`src/rtl/red_accum_seq.sv`:
```
// red_accum_seq: sequences the shared nibble-reduction unit over a burst of operand pairs
// and accumulates each 16-bit reduction result into a running signed total.
//
// Ports:
//   clk, rst_n         clock and synchronous active-low reset
//   start, len         begin a burst of len pairs (sampled only when idle)
//   abort              cancel the burst in flight, discarding the partial total
//   in_valid/in_ready  operand pair handshake; in_rs/in_rt carry the pair
//   red_rs/red_rt      registered operands driven to the reduction unit
//   red_rd             reduction unit result, combinational from red_rs/red_rt
//   busy               burst in progress
//   done               one-cycle pulse, result valid and final
//   result             accumulated total, held until the next burst completes
//   sat                (RED_ACC_SAT_EN only) a clamp occurred during the burst
//
// Build option: define RED_ACC_SAT_EN for saturating accumulation and the sat output;
// otherwise the accumulator wraps modulo 2^ACC_W.
module red_accum_seq #(
    parameter int unsigned LEN_W = 8,
    parameter int unsigned ACC_W = 16
) (
    input  logic             clk,
    input  logic             rst_n,
    input  logic             start,
    input  logic [LEN_W-1:0] len,
    input  logic             abort,
    input  logic             in_valid,
    output logic             in_ready,
    input  logic [15:0]      in_rs,
    input  logic [15:0]      in_rt,
    output logic [15:0]      red_rs,
    output logic [15:0]      red_rt,
    input  logic [15:0]      red_rd,
    output logic             busy,
    output logic             done,
    output logic [ACC_W-1:0] result
`ifdef RED_ACC_SAT_EN
    ,
    output logic             sat
`endif
);

    typedef enum logic [1:0] {StIdle, StRun, StDrain, StDone} state_e;

    state_e           state_q, state_d;
    logic [LEN_W-1:0] rem_q, rem_d;
    logic             stage_vld_q, stage_vld_d;
    logic [ACC_W-1:0] acc_q, acc_d;
    logic [ACC_W-1:0] result_q, result_d;
    logic [15:0]      rs_q, rs_d, rt_q, rt_d;
    logic [ACC_W-1:0] acc_sum;
    logic             clamp;

`ifdef RED_ACC_SAT_EN
    logic             sat_q, sat_d;
    logic [ACC_W:0]   wide_sum;

    // Sign-extend both operands by one bit; overflow shows as the top two bits differing.
    always_comb begin
        wide_sum = {acc_q[ACC_W-1], acc_q} + {red_rd[ACC_W-1], red_rd[ACC_W-1:0]};
        clamp    = wide_sum[ACC_W] != wide_sum[ACC_W-1];
        if (!clamp) begin
            acc_sum = wide_sum[ACC_W-1:0];
        end else if (wide_sum[ACC_W]) begin
            acc_sum = {1'b1, {(ACC_W-1){1'b0}}};
        end else begin
            acc_sum = {1'b0, {(ACC_W-1){1'b1}}};
        end
    end

    assign sat = sat_q;
`else
    assign acc_sum = acc_q + red_rd[ACC_W-1:0];
    assign clamp   = 1'b0;
`endif

    always_comb begin
        state_d     = state_q;
        rem_d       = rem_q;
        stage_vld_d = 1'b0;
        acc_d       = acc_q;
        result_d    = result_q;
        rs_d        = rs_q;
        rt_d        = rt_q;
        in_ready    = 1'b0;
        done        = 1'b0;
        busy        = (state_q != StIdle);
`ifdef RED_ACC_SAT_EN
        sat_d       = sat_q;
`endif

        // The pair loaded last cycle is at red_rd now; fold it in.
        if (stage_vld_q) begin
            acc_d = acc_sum;
`ifdef RED_ACC_SAT_EN
            sat_d = sat_q | clamp;
`endif
        end

        unique case (state_q)
            StIdle: begin
                if (start) begin
                    rem_d = len;
                    acc_d = '0;
`ifdef RED_ACC_SAT_EN
                    sat_d = 1'b0;
`endif
                    if (len == '0) begin
                        state_d  = StDone;
                        result_d = '0;
                    end else begin
                        state_d = StRun;
                    end
                end
            end
            StRun: begin
                in_ready = (rem_q != '0);
                if (in_valid && in_ready) begin
                    rs_d        = in_rs;
                    rt_d        = in_rt;
                    stage_vld_d = 1'b1;
                    rem_d       = rem_q - LEN_W'(1);
                    if (rem_q == LEN_W'(1)) begin
                        state_d = StDrain;
                    end
                end
            end
            StDrain: begin
                // Last pair is in the stage; its sum is the final total.
                state_d  = StDone;
                result_d = acc_sum;
            end
            StDone: begin
                done    = 1'b1;
                state_d = StIdle;
            end
            default: state_d = StIdle;
        endcase

        // Abort wins over everything in flight and leaves result untouched.
        if (abort && (state_q != StIdle)) begin
            state_d     = StIdle;
            stage_vld_d = 1'b0;
            rem_d       = '0;
            in_ready    = 1'b0;
            done        = 1'b0;
            result_d    = result_q;
            rs_d        = rs_q;
            rt_d        = rt_q;
        end
    end

    always_ff @(posedge clk) begin
        if (!rst_n) begin
            state_q     <= StIdle;
            rem_q       <= '0;
            stage_vld_q <= 1'b0;
            acc_q       <= '0;
            result_q    <= '0;
            rs_q        <= '0;
            rt_q        <= '0;
`ifdef RED_ACC_SAT_EN
            sat_q       <= 1'b0;
`endif
        end else begin
            state_q     <= state_d;
            rem_q       <= rem_d;
            stage_vld_q <= stage_vld_d;
            acc_q       <= acc_d;
            result_q    <= result_d;
            rs_q        <= rs_d;
            rt_q        <= rt_d;
`ifdef RED_ACC_SAT_EN
            sat_q       <= sat_d;
`endif
        end
    end

    assign red_rs = rs_q;
    assign red_rt = rt_q;
    assign result = result_q;

    // clamp is only consumed by the saturating build.
    logic unused_clamp;
    assign unused_clamp = clamp;

endmodule

```
`config.mk`:
```
export PLATFORM = sky130hd
export DESIGN_NAME = red_accum_seq
export DESIGN_NICKNAME = d
export VERILOG_FILES = /design/src/rtl/red_accum_seq.sv
export SDC_FILE = /design/constraint.sdc
export NUM_CORES = 1
export LEC_CHECK = 0
export CAP_MARGIN = 20
export CORE_MARGIN = 8
export CORE_UTILIZATION = 38
export DETAILED_ROUTE_END_ITERATION = 7
export DONT_BUFFER_PORTS = 1
export GPL_TIMING_DRIVEN = 0
export PLACE_DENSITY = 0.51
export RECOVER_POWER = 100
export SLEW_MARGIN = 20
export SYNTH_ARGS = -nofsm -noshare
export SYNTH_HDL_FRONTEND = slang
export SYNTH_SLANG_ARGS = --single-unit
export TNS_END_PERCENT = 50
```
`constraint.sdc`:
```
create_clock -name clk -period 2.9 [get_ports clk]
set_input_delay 0.58 -clock clk [delete_from_list [all_inputs] [get_ports clk]]
set_output_delay 0.58 -clock clk [all_outputs]
set_load 0.03 [all_outputs]
```
# Yosys cells after proc, flatten, opt, wreduce, memory -nomap -nowiden

Index checks and enable logic that the tools add are counted.

Add/sub/neg operators: 2
Equality and inequality tests: 8
Multiplexer cells: 19
Bitwise logic cells: 3
Reduce and logical (&&, ||, !) cells: 14

Operators by type and width:

| cell                  | number |
|---|---|
| $mux W16              | 5 |
| $pmux W16 S2          | 1 |
| $add A16 B16 Y16      | 1 |
| $mux W8               | 2 |
| $pmux W8 S2           | 1 |
| $reduce_and A3 Y1     | 3 |
| $eq A8 B1 Y1 const B  | 1 |
| $logic_not A8 Y1      | 1 |
| $mux W2               | 4 |
| $ne A2 B2 Y1 const B  | 4 |
| $pmux W2 S4           | 1 |
| $reduce_bool A8 Y1    | 1 |
| $sub A8 B1 Y8 const B | 1 |
| $reduce_bool A2 Y1    | 3 |
| $mux W1               | 5 |
| $eq A2 B2 Y1 const B  | 2 |
| $reduce_and A4 Y1     | 1 |
| $not A1 Y1            | 3 |
| $reduce_or A3 Y1      | 1 |
| $eq A2 B1 Y1 const B  | 1 |
| $logic_and A1 B1 Y1   | 2 |
| $logic_not A2 Y1      | 1 |
| $reduce_or A2 Y1      | 1 |

Register bits: 75
Bits of input ports: 61
Output and inout port bits: 51
Logic and storage cells: 53

# Logic depth before layout (Yosys ltp)

Gate-level depths: netlist of run 1.

Word-level depth: 4
Depth in mapped cells: 10
Gate-level depth less buffers: 9

# Worst setup path after synthesis of run 1

OpenSTA, ideal clock, no wires.

Kind: input to register
From: in red_rd[0]
To: reg result_q[12], in the netlist result[12]
Library setup time: 0.117 ns
Data arrival time: 2.316 ns
Data required time: 2.783 ns
Setup slack: 0.466 ns
Cell stages on the path: 8
Buffers on the path: 0
Cells stage by stage: ha_1 > fa_1 > a21o_1 > a31oi_1 > or3_1 > a21boi_1 > or3_1 > a32o_1

Longest elaborated chain between the ends: 2

Ends and longest elaborated chain:

| what                   | line | text |
|---|---|---|
| start: declaration     | 33   | `input logic [15:0] red_rd,` |
| $add A16 B16 Y16       | 73   | `assign acc_sum = acc_q + red_rd[ACC_W-1:0];` |
| $pmux W16 S2           | 100  | `unique case (state_q)` |
| end signal: assignment | 170  | `result_q <= result_d;` |
| end: declaration       | 49   | `logic [ACC_W-1:0] result_q, result_d;` |

No other way between the ends.
A chain may end at the register's enable or synchronous reset.

# Worst setup path after layout of run 1

From: reg acc_q[0]
To: reg acc_q[14]

Longest elaborated chain between the ends: 4

Ends and longest elaborated chain:

| what                     | line | text |
|---|---|---|
| start: declaration       | 48   | `logic [ACC_W-1:0] acc_q, acc_d;` |
| start signal: assignment | 158  | `acc_q <= '0;` |
| start signal: assignment | 169  | `acc_q <= acc_d;` |
| $add A16 B16 Y16 (*)     | 73   |  |
| $mux W16 (*)             | 93   | `if (stage_vld_q) begin` |
| $mux W16                 | 102  | `if (start) begin` |
| $mux W16 (*)             | 100  |  |

Every way passes the cells marked *; elsewhere a longest branch is shown, timed or not.

==> impl_table.tex, run 1 <==
\begin{tabular}{lr}
\hline
Metric & Value \\
\hline
\multicolumn{2}{l}{\textbf{Route}} \\
Routed met1 length & approximately 4.4 mm \\
Via density & 5.20 \\
Metal2 WL & about 4.5 mm \\
Detail Route Antenna Nets & 0 \\
First drt pass iteration count & 4 \\
Max Used Layer & met4 \\
Detailed Route Iter0 Violations & 129 \\
Routed wire length & 9.86 mm \\
Detailed-routed wire length on met3 & 894 um \\
Remaining DRCs & 0 \\
Total number of vias & 3,159 \\
Wire length per cell & $\sim$16 um \\
\multicolumn{2}{l}{\textbf{Critical path}} \\
Required time of the critical path & 3.09 ns \\
Depth of the worst register-to-register path & 9 \\
Arrival time at the worst endpoint & 2.78 ns \\
Worst Setup End Kind & flip-flop \\
Critical path start-end classification & flip-flop to flip-flop \\
Maximum fanout count along the critical path & 3 \\
Category of the worst setup path launch point & flip-flop \\
\multicolumn{2}{l}{\textbf{Clocking}} \\
Number of buffers inserted by hold repair at cts & 0 \\
Clock latency reported for the late side of the worst-skew pair & about 0.34 ns \\
CTS resizes & 0 \\
Number of buffers inserted by post-CTS setup repair & 0 \\
Number of levels the H-tree was split into & 3 \\
Total clock sinks & 75 \\
Buffer type at the clock tree root & clkbuf\_8 \\
Max Buffers Root-to-Sink & 2 \\
TritonCTS clock tree & done \\
Clock input transition at the sequential cells of the worst setup and hold paths & $\sim$0.080 ns \\
Number of clock buffers inserted by TritonCTS & 9 \\
\multicolumn{2}{l}{\textbf{Cells and area}} \\
Fraction of layout instances using a drive strength above 1 & 0.0531 \\
Most frequent cells in the layout & nand2\_1 (99), dfxtp\_1 (75), nor2\_1 (32) \\
Most common library cell in the layout ignoring fill and taps & nand2\_1 \\
Signed area change from the synthesized netlist to the final layout & 6.57\% \\
Storage element area & 1500 um2 \\
Multi-input logic area & 2150 um2 \\
Net total in the final layout & between 500 and 600 \\
Antenna cell count & 0 \\
Core utilization of the finished layout & 0.408 \\
Layout fillers & 1,058 \\
Final cell count without fillers & 607 \\
\multicolumn{2}{l}{\textbf{Job}} \\
Max Cap Viol & 0 \\
\multicolumn{2}{l}{\textbf{GRT}} \\
Antenna violations before repair & 0 \\
Global-route usage over all layers & 0.144 \\
Vias in the first global route & between 3,000 and 4,000 \\
Grt ovf & 0 \\
Pin count of the biggest net entering global routing & 14 \\
Global-route wire length before repair & between 15 and 20 mm \\
\multicolumn{2}{l}{\textbf{Placed design}} \\
Weighted congestion reported at the end of routability-driven placement & between 0.7 and 0.8 \\
Half-perimeter wire length after placement & 7.70 mm \\
Port Buf Inserts & 0 \\
Number of placed instances with taps included & between 500 and 600 \\
\multicolumn{2}{l}{\textbf{Yosys}} \\
Dominant synthesized flop cell & dfxtp\_1 \\
Area share of the largest cell type after synthesis & 0.387 \\
Library cell with the largest summed area after synthesis & dfxtp\_1 \\
Leading post-synthesis cells by cell area & dfxtp\_1 (39\%), nand2\_1 (9.6\%), ha\_1 (7.1\%), a21boi\_1 (6.4\%), a21oi\_1 (3.1\%) \\
Distinct cell type count after synthesis & 58 \\
Synthesized area divided by synthesized cell count & between 8 and 9 um2 \\
Number of flops mapped to enable cells by yosys & 0 \\
Syn nets & 539 \\
FF+latch count, synth & 75 \\
Share of synthesized flip-flops with an asynchronous set or reset & 0 \\
Netlist area before placement & 3880 um2 \\
Count of warnings emitted by yosys & 0 \\
Portion of the post-synthesis area used by sequential elements & 0.387 \\
Cell count after synthesis & 455 \\
\multicolumn{2}{l}{\textbf{Timing}} \\
Maximum clock frequency & between 0.3 and 0.4 GHz \\
Period minus WS final & 2.59 ns \\
Final clock period utilization by the worst path & 0.892 \\
Slew headroom & 0.549 \\
Fin Hold WS & 0.359 ns \\
Number of hold violations in the final report & 0 \\
Transition time at the pin with the least slew margin & 0.677 ns \\
Number of slew-limit violations in the final report & 0 \\
Largest clock skew in the final design & a little under 0.006 ns \\
Final setup viols & 0 \\
RSZ-0062 raised after global routing & no \\
Final-layout setup total negative slack & 0 ns \\
\multicolumn{2}{l}{\textbf{Power and ir drop}} \\
Net Sw Power & 1.21 mW \\
P per Cell Area & 733 nW/um2 \\
Internal power summed over all cells & 1.82 mW \\
Fraction of power spent switching nets & 0.399 \\
Share of power burned in the clock network & 0.245 \\
Leakage power figure & between 1.5 and 2 nW \\
Combinational cell fraction of total power & 0.309 \\
Sequential share of power & 0.446 \\
Worst vdd rail ir drop & 0.000321 V \\
\multicolumn{2}{l}{\textbf{Die}} \\
I/O Pins & around 110 \\
Chip Height & 117 um \\
Core outline area & roughly 10,000 um2 \\
Die Span X & between 100 and 150 um \\
Initial cell density of the core & 0.383 \\
Total die area & 13,700 um2 \\
Standard-cell row count & 37 \\
\multicolumn{2}{l}{\textbf{Status}} \\
Status & completed \\
\multicolumn{2}{l}{\textbf{Worst hold path}} \\
Worst Hold Path Cells & 2 \\
Type of the tightest min-delay check & input pin to flip-flop \\
\hline
\end{tabular}
[power groups by stage]
stage	clock network (mW)	registers [mW]	logic, mW
floorplan	0	1.36	0.858
global placement	0	1.38	1.04
detailed placement	0	1.39	1.06
CTS	0.774	1.36	1.06
global route	0.819	1.37	1.08
finish	0.742	1.35	0.939
[worst max-delay path: stages, from the launching register on]
cell	delay [ns]
dfxtp_1	0.32
ha_1	0.21
fa_1	0.42
a21o_1	0.20
a31oi_1	0.30
nor2_1	0.13
a41oi_1	0.34
o21ai_1	0.14
xnor2_1	0.27
a211oi_1	0.12
[cell type report]
class,instances,share of cell area
tap,136,0.0411
clock buffer,11,0.0342
inverter,9,0.00816
buffer,23,0.0248
clock inverter,5,0.00937
multi-input combinational,348,0.520
sequential,75,0.363
[Yosys cell counts (2+ instances only)]
master	instances
nand2_1	99
dfxtp_1	75
a21boi_1	33
nor2_1	32
a21oi_1	24
ha_1	22
o21ai_0	12
mux2i_1	11
clkbuf_1	10
a211oi_1	9
inv_1	9
xnor2_1	9
and2_1	7
nor2b_1	7
a21o_1	6
nand2b_1	6
nand3_1	6
a22o_1	5
a22oi_1	5
buf_6	5
o22ai_1	4
xor2_1	4
a211o_1	3
buf_2	3
buf_4	3
nor3_1	3
or3_1	3
a221oi_1	2
a32o_1	2
and3_4	2
buf_1	2
nand4_1	2
nor3b_1	2
o21ai_1	2
o31ai_1	2
or4_1	2
[cells by family after synthesis]
logic type               after synthesis  share of synthesized area
AO/OA/AOI/OAI                        120                      0.219
XOR/XNOR                              13                     0.0293
flip-flops                            75                      0.387
AND/OR/NAND/NOR                      180                      0.213
multiplexers                          12                     0.0313
buffers and inverters                 32                     0.0445
adder cells (fa/ha/maj)               23                     0.0761
[state kept, by name, summed over array words and instances (netlist names)]
signal	flops
result	16
acc_q	16
red_rt	16
state_q	2
rem_q	8
stage_vld_q	1
red_rs	16
[layer usage]
| layer | vias to the layer above | global-route usage |
|---|---|---|
| li1 | 1609 | - |
| met1 | 1457 | 0.180 |
| met2 | 84 | 0.221 |
| met3 | 9 | 0.0493 |
| met4 | 0 | 0.0589 |
| met5 | - | 0 |
[metrics by stage]
step                      cell area (um2)  worst slack [ns]  total power [mW]
final                                4140             0.313              3.03
after global placement               4050             0.127              2.42
after CTS                            4230             0.365              3.20
after global routing                 4140             0.111              3.27
after detailed placement             4050             0.115              2.44
after floorplan                      3880             0.466              2.21
[final timing paths]
| kind | start | endpoint | slack, ns |
|---|---|---|---|
| worst max-delay path | acc_q[0] | acc_q[14] | 0.31 |
| worst min-delay path | in_rt[14] | red_rt[14] | 0.36 |
| worst min register to register | acc_q[12] | acc_q[12] | 0.48 |
| worst max register to register | acc_q[0] | acc_q[14] | 0.31 |
Power figures use the tool's default switching activity.
==> inputs of run 2 (changes only) <==
--- a/config.mk
+++ b/config.mk
@@ -8,6 +8,7 @@
 export CAP_MARGIN = 20
 export CORE_MARGIN = 8
 export CORE_UTILIZATION = 38
+export CTS_CLUSTER_DIAMETER = 200
 export DETAILED_ROUTE_END_ITERATION = 7
 export DONT_BUFFER_PORTS = 1
 export GPL_TIMING_DRIVEN = 0
==> constraint.sdc (replaced) <==
create_clock -name clk -period 2.76 [get_ports clk]
set_input_delay 0.552 -clock clk [delete_from_list [all_inputs] [get_ports clk]]
set_output_delay 0.552 -clock clk [all_outputs]
set_load 0.03 [all_outputs]
==> impl_table.tex, run 2 (synthesized netlist as in run 1, its figures left out) <==
\begin{tabular}{lr}
\hline
Metric & Value \\
\hline
\multicolumn{2}{l}{\textbf{Power and ir drop}} \\
Internal power summed over all cells & a little under 2 mW \\
Worst vdd rail ir drop & 0.000337 V \\
Leakage power figure & 1.53 nW \\
Combinational cell fraction of total power & 0.312 \\
Fraction of power spent switching nets & 0.398 \\
Share of power burned in the clock network & 0.244 \\
Sequential share of power & 0.444 \\
Total design power & 3.20 mW \\
P per Cell Area & 768 nW/um2 \\
Net Sw Power & 1.27 mW \\
\multicolumn{2}{l}{\textbf{Placed design}} \\
Weighted congestion reported at the end of routability-driven placement & 0.792 \\
Port Buf Inserts & 0 \\
Half-perimeter wire length after placement & 7.70 mm \\
Post-Place Cell Area & about 4100 um2 \\
Number of placed instances with taps included & 591 \\
\multicolumn{2}{l}{\textbf{Die}} \\
Initial cell density of the core & 0.383 \\
Die Span X & 117 um \\
I/O Pins & 112 \\
Standard-cell row count & 37 \\
Chip Height & about 120 um \\
Core outline area & a little over 10,000 um2 \\
Total die area & around 14,000 um2 \\
\multicolumn{2}{l}{\textbf{Timing}} \\
Transition time at the pin with the least slew margin & 0.675 ns \\
Largest clock skew in the final design & 0.00539 ns \\
Final-layout setup total negative slack & 0 ns \\
RSZ-0062 raised after global routing & no \\
Final clock period utilization by the worst path & 0.913 \\
Period minus WS final & 2.52 ns \\
Number of slew-limit violations in the final report & 0 \\
Slew headroom & 0.550 \\
Number of hold violations in the final report & 0 \\
Final setup viols & 0 \\
Maximum clock frequency & roughly 0.40 GHz \\
\multicolumn{2}{l}{\textbf{Cells and area}} \\
Net total in the final layout & 550 \\
Fraction of layout instances using a drive strength above 1 & 0.0552 \\
Final cell count without fillers & 607 \\
Most frequent cells in the layout & nand2\_1 (99), dfxtp\_1 (75), nor2\_1 (32) \\
Core utilization of the finished layout & 0.411 \\
Antenna cell count & 0 \\
Signed area change from the synthesized netlist to the final layout & 7.25\% \\
Post-route standard cell area excluding fillers & 4160 um2 \\
Most common library cell in the layout ignoring fill and taps & nand2\_1 \\
\multicolumn{2}{l}{\textbf{Critical path}} \\
Maximum fanout count along the critical path & 3 \\
Worst r2r src & acc\_q[0] \\
Arrival time at the worst endpoint & 2.72 ns \\
Required time of the critical path & a little under 3 ns \\
Critical path cell sequence & ha\_1, fa\_1, a21o\_1, a31oi\_1, nor2\_1, a41oi\_2, o21ai\_1, xnor2\_1, a211oi\_1 \\
Start point of the critical path & acc\_q[0] \\
Master of the slowest instance on the critical path & fa\_1 \\
Critical path start-end classification & flip-flop to flip-flop \\
Category of the worst setup path launch point & flip-flop \\
Worst Setup End Kind & flip-flop \\
Delay of the slowest cell on the worst path & $\sim$0.42 ns \\
\multicolumn{2}{l}{\textbf{Clocking}} \\
Clock input transition at the sequential cells of the worst setup and hold paths & roughly 0.08 ns \\
Number of clock buffers inserted by TritonCTS & 9 \\
Number of levels the H-tree was split into & 3 \\
CTS resizes & 0 \\
Buffer type at the clock tree root & clkbuf\_8 \\
Max Buffers Root-to-Sink & 2 \\
Number of buffers inserted by post-CTS setup repair & 0 \\
TritonCTS clock tree & done \\
Total clock sinks & 75 \\
Clock latency reported for the late side of the worst-skew pair & 0.34 ns \\
Number of buffers inserted by hold repair at cts & 0 \\
\multicolumn{2}{l}{\textbf{GRT}} \\
Grt ovf & 0 \\
Vias in the first global route & between 3,000 and 4,000 \\
Pin count of the biggest net entering global routing & 14 \\
Global-route wire length before repair & about 15 mm \\
Global-route usage over all layers & 0.144 \\
Antenna violations before repair & 0 \\
\multicolumn{2}{l}{\textbf{Job}} \\
Max Cap Viol & 0 \\
\multicolumn{2}{l}{\textbf{Route}} \\
Detail Route Antenna Nets & 0 \\
Detailed Route Iter0 Violations & 136 \\
Routed wire length & roughly 9.8 mm \\
First drt pass iteration count & 4 \\
Via density & 5.20 \\
Total number of vias & 3,157 \\
Wire length per cell & 16.2 um \\
Remaining DRCs & 0 \\
\multicolumn{2}{l}{\textbf{Worst hold path}} \\
Type of the tightest min-delay check & input pin to flip-flop \\
Hold path start & in\_rt[14] \\
\multicolumn{2}{l}{\textbf{Status}} \\
Status & completed \\
\hline
\end{tabular}
[run 2: cell types whose count changed in the layout (fill, tap and decap cells not counted), sizes merged]
cell and delta:
buf +3, clkbuf -3
[run 2: per-stage QoR]
stage / hold WS [ns] / setup slack, ns
finish: 0.329 / 0.241
global route: 0.310 / 0.0416
CTS: 0.309 / 0.225
detailed placement: 0.470 / 0.00323
global placement: 0.462 / 0.0154
floorplan: 0.450 / 0.354
[run 2: cell type report]
cell class / instances / area (um2)
Fill cell: 1053 / 5970
Multi-Input combinational cell: 348 / 2160
Sequential cell: 75 / 1500
Tap cell: 136 / 170
Clock buffer: 11 / 141
Buffer: 23 / 121
Clock inverter: 5 / 38.8
Inverter: 9 / 33.8
[run 2: path summary, 6_finish.rpt]
kind         cells after the start    endpoint  slack [ns]
max                              9   acc_q[14]        0.24
max reg2reg                      9   acc_q[14]        0.24
min                              2  red_rt[14]        0.33
min reg2reg                      2   acc_q[12]        0.48
[run 2: power groups by stage]
stage               clock (mW)  combinational, mW  sequential (mW)
global route             0.861               1.15             1.44
CTS                      0.814               1.12             1.43
finish                   0.779              0.999             1.42
floorplan                    0              0.902             1.42
global placement             0               1.09             1.45
detailed placement           0               1.11             1.46
[run 2: routing by layer]
metal,global-route usage,vias to the layer above,wire [um]
met2,0.221,84,4460
met3,0.0493,9,910
met4,0.0589,0,128
li1,-,1611,-
met5,0,-,0
met1,0.180,1453,4350
[run 2: critical path, delay by kind of cell (launching register included)]
kind / cells / cell delay [ns]
compound gates: 5 / 1.01
fa+ha+maj: 2 / 0.63
flops: 1 / 0.32
xor+xnor: 1 / 0.26
simple gates: 1 / 0.15
==> inputs of run 3 (changes only) <==
--- a/config.mk
+++ b/config.mk
@@ -8,6 +8,7 @@
 export CAP_MARGIN = 20
 export CORE_MARGIN = 8
 export CORE_UTILIZATION = 38
+export CTS_BUF_LIST = sky130_fd_sc_hd__clkbuf_8
 export CTS_CLUSTER_DIAMETER = 200
 export DETAILED_ROUTE_END_ITERATION = 7
 export DONT_BUFFER_PORTS = 1
==> impl_table.tex, run 3 (synthesized netlist as in run 1, its figures left out) <==
\begin{tabular}{lr}
\hline
Metric & Value \\
\hline
\multicolumn{2}{l}{\textbf{Critical path}} \\
Maximum fanout count along the critical path & 3 \\
Critical path start-end classification & flip-flop to flip-flop \\
Depth of the worst register-to-register path & 9 \\
Required time of the critical path & 2.96 ns \\
Arrival time at the worst endpoint & 2.72 ns \\
Worst Setup End Kind & flip-flop \\
Start point of the critical path & acc\_q[0] \\
Category of the worst setup path launch point & flip-flop \\
Worst r2r src & acc\_q[0] \\
\multicolumn{2}{l}{\textbf{GRT}} \\
Global-route wire length before repair & 15.3 mm \\
Grt ovf & 0 \\
Global-route usage over all layers & 0.144 \\
Pin count of the biggest net entering global routing & 14 \\
Vias in the first global route & 3,085 \\
Antenna violations before repair & 0 \\
\multicolumn{2}{l}{\textbf{Timing}} \\
RSZ-0062 raised after global routing & no \\
Slew headroom & 0.550 \\
Final-layout setup total negative slack & 0 ns \\
Largest clock skew in the final design & 0.00539 ns \\
Final setup viols & 0 \\
Maximum clock frequency & 0.397 GHz \\
Fin Hold WS & around 0.33 ns \\
Final clock period utilization by the worst path & 0.913 \\
Number of hold violations in the final report & 0 \\
Number of slew-limit violations in the final report & 0 \\
Period minus WS final & 2.52 ns \\
Transition time at the pin with the least slew margin & 0.675 ns \\
\multicolumn{2}{l}{\textbf{Route}} \\
Total number of vias & 3,157 \\
Detail Route Antenna Nets & 0 \\
Routed wire length & 9.84 mm \\
Detailed Route Iter0 Violations & 136 \\
Via density & about 5.2 \\
Remaining DRCs & 0 \\
First drt pass iteration count & 4 \\
Wire length per cell & 16.2 um \\
\multicolumn{2}{l}{\textbf{Worst hold path}} \\
Hold path start & in\_rt[14] \\
Worst Hold Path Cells & 2 \\
Type of the tightest min-delay check & input pin to flip-flop \\
\multicolumn{2}{l}{\textbf{Die}} \\
Core outline area & 10,100 um2 \\
Standard-cell row count & 37 \\
I/O Pins & about 110 \\
Total die area & 13,700 um2 \\
Die Span X & 117 um \\
Chip Height & 117 um \\
Initial cell density of the core & 0.383 \\
\multicolumn{2}{l}{\textbf{Cells and area}} \\
Most frequent cells in the layout & nand2\_1 (99), dfxtp\_1 (75), nor2\_1 (32) \\
Most common library cell in the layout ignoring fill and taps & nand2\_1 \\
Fraction of layout instances using a drive strength above 1 & 0.0552 \\
Antenna cell count & 0 \\
Net total in the final layout & 550 \\
Signed area change from the synthesized netlist to the final layout & 7.25\% \\
\multicolumn{2}{l}{\textbf{Power and ir drop}} \\
Fraction of power spent switching nets & 0.398 \\
Worst vdd rail ir drop & between 0.0003 and 0.0004 V \\
Sequential share of power & 0.444 \\
Combinational cell fraction of total power & 0.313 \\
P per Cell Area & 768 nW/um2 \\
Net Sw Power & between 1 and 1.5 mW \\
Share of power burned in the clock network & 0.243 \\
Internal power summed over all cells & 1.92 mW \\
Leakage power figure & between 1.5 and 2 nW \\
\multicolumn{2}{l}{\textbf{Clocking}} \\
Number of levels the H-tree was split into & 3 \\
Max Buffers Root-to-Sink & 2 \\
Clock input transition at the sequential cells of the worst setup and hold paths & around 0.08 ns \\
Number of buffers inserted by hold repair at cts & 0 \\
CTS resizes & 0 \\
Number of buffers inserted by post-CTS setup repair & 0 \\
Total clock sinks & 75 \\
Buffer type at the clock tree root & clkbuf\_8 \\
TritonCTS clock tree & done \\
Clock latency reported for the late side of the worst-skew pair & 0.34 ns \\
Number of clock buffers inserted by TritonCTS & 9 \\
\multicolumn{2}{l}{\textbf{Placed design}} \\
Half-perimeter wire length after placement & between 7 and 8 mm \\
Weighted congestion reported at the end of routability-driven placement & between 0.7 and 0.8 \\
Port Buf Inserts & 0 \\
\multicolumn{2}{l}{\textbf{Status}} \\
Status & completed \\
\multicolumn{2}{l}{\textbf{Job}} \\
Max Cap Viol & 0 \\
\hline
\end{tabular}
==> run 3: cell count changes in the layout (fill, tap and decap cells not counted), sizes merged <==
cell	before	now
inv	9	10
clkbuf	25	24
==> run 3: per-stage QoR <==
| stage | worst slack [ns] | util | power [mW] | std cells | cell area [um2] |
|---|---|---|---|---|---|
| detailed placement | 0.00323 | 0.400 | 2.57 | 591 | 4050 |
| global placement | 0.0154 | 0.400 | 2.55 | 591 | 4050 |
| floorplan | 0.354 | - | 2.33 | 455 | 3880 |
| CTS | 0.225 | 0.418 | 3.36 | 607 | 4230 |
| finish | 0.241 | 0.411 | 3.20 | 607 | 4160 |
| global route | 0.0416 | 0.411 | 3.45 | 607 | 4160 |
==> run 3: power by group through the flow <==
stage / Sequential (mW) / Combinational [mW] / Clock (mW)
floorplan: 1.42 / 0.902 / 0
global placement: 1.45 / 1.09 / 0
detailed placement: 1.46 / 1.11 / 0
CTS: 1.43 / 1.12 / 0.810
global route: 1.44 / 1.15 / 0.857
finish: 1.42 / 1.00 / 0.776
==> run 3: worst max-delay path, stage by stage, from the launching register on <==
cell and delay [ns]:
dfxtp_1 0.32, ha_1 0.21, fa_1 0.42, a21o_1 0.20, a31oi_1 0.30, nor2_1 0.15
a41oi_2 0.27, o21ai_1 0.12, xnor2_1 0.26, a211oi_1 0.12
==> run 3: per-layer routing <==
layer	vias to the layer above	routed length [um]	GRT usage
met2	84	4460	0.221
met4	0	128	0.0589
met5	-	0	0
li1	1611	-	-
met1	1453	4350	0.180
met3	9	910	0.0493
==> run 3: area by class of cell <==
| class | instances | area, um2 |
|---|---|---|
| sequential | 75 | 1500 |
| inverter | 9 | 33.8 |
| multi-input combinational | 348 | 2160 |
| fill | 1053 | 5970 |
| clock inverter | 6 | 42.5 |
| tap | 136 | 170 |
| clock buffer | 10 | 138 |
| buffer | 23 | 121 |
==> run 3: path summary, 6_finish.rpt <==
check | to | slack, ns
worst max-delay path | acc_q[14] | 0.24
worst min-delay path | red_rt[14] | 0.33
worst max register to register | acc_q[14] | 0.24
worst min register to register | acc_q[12] | 0.48
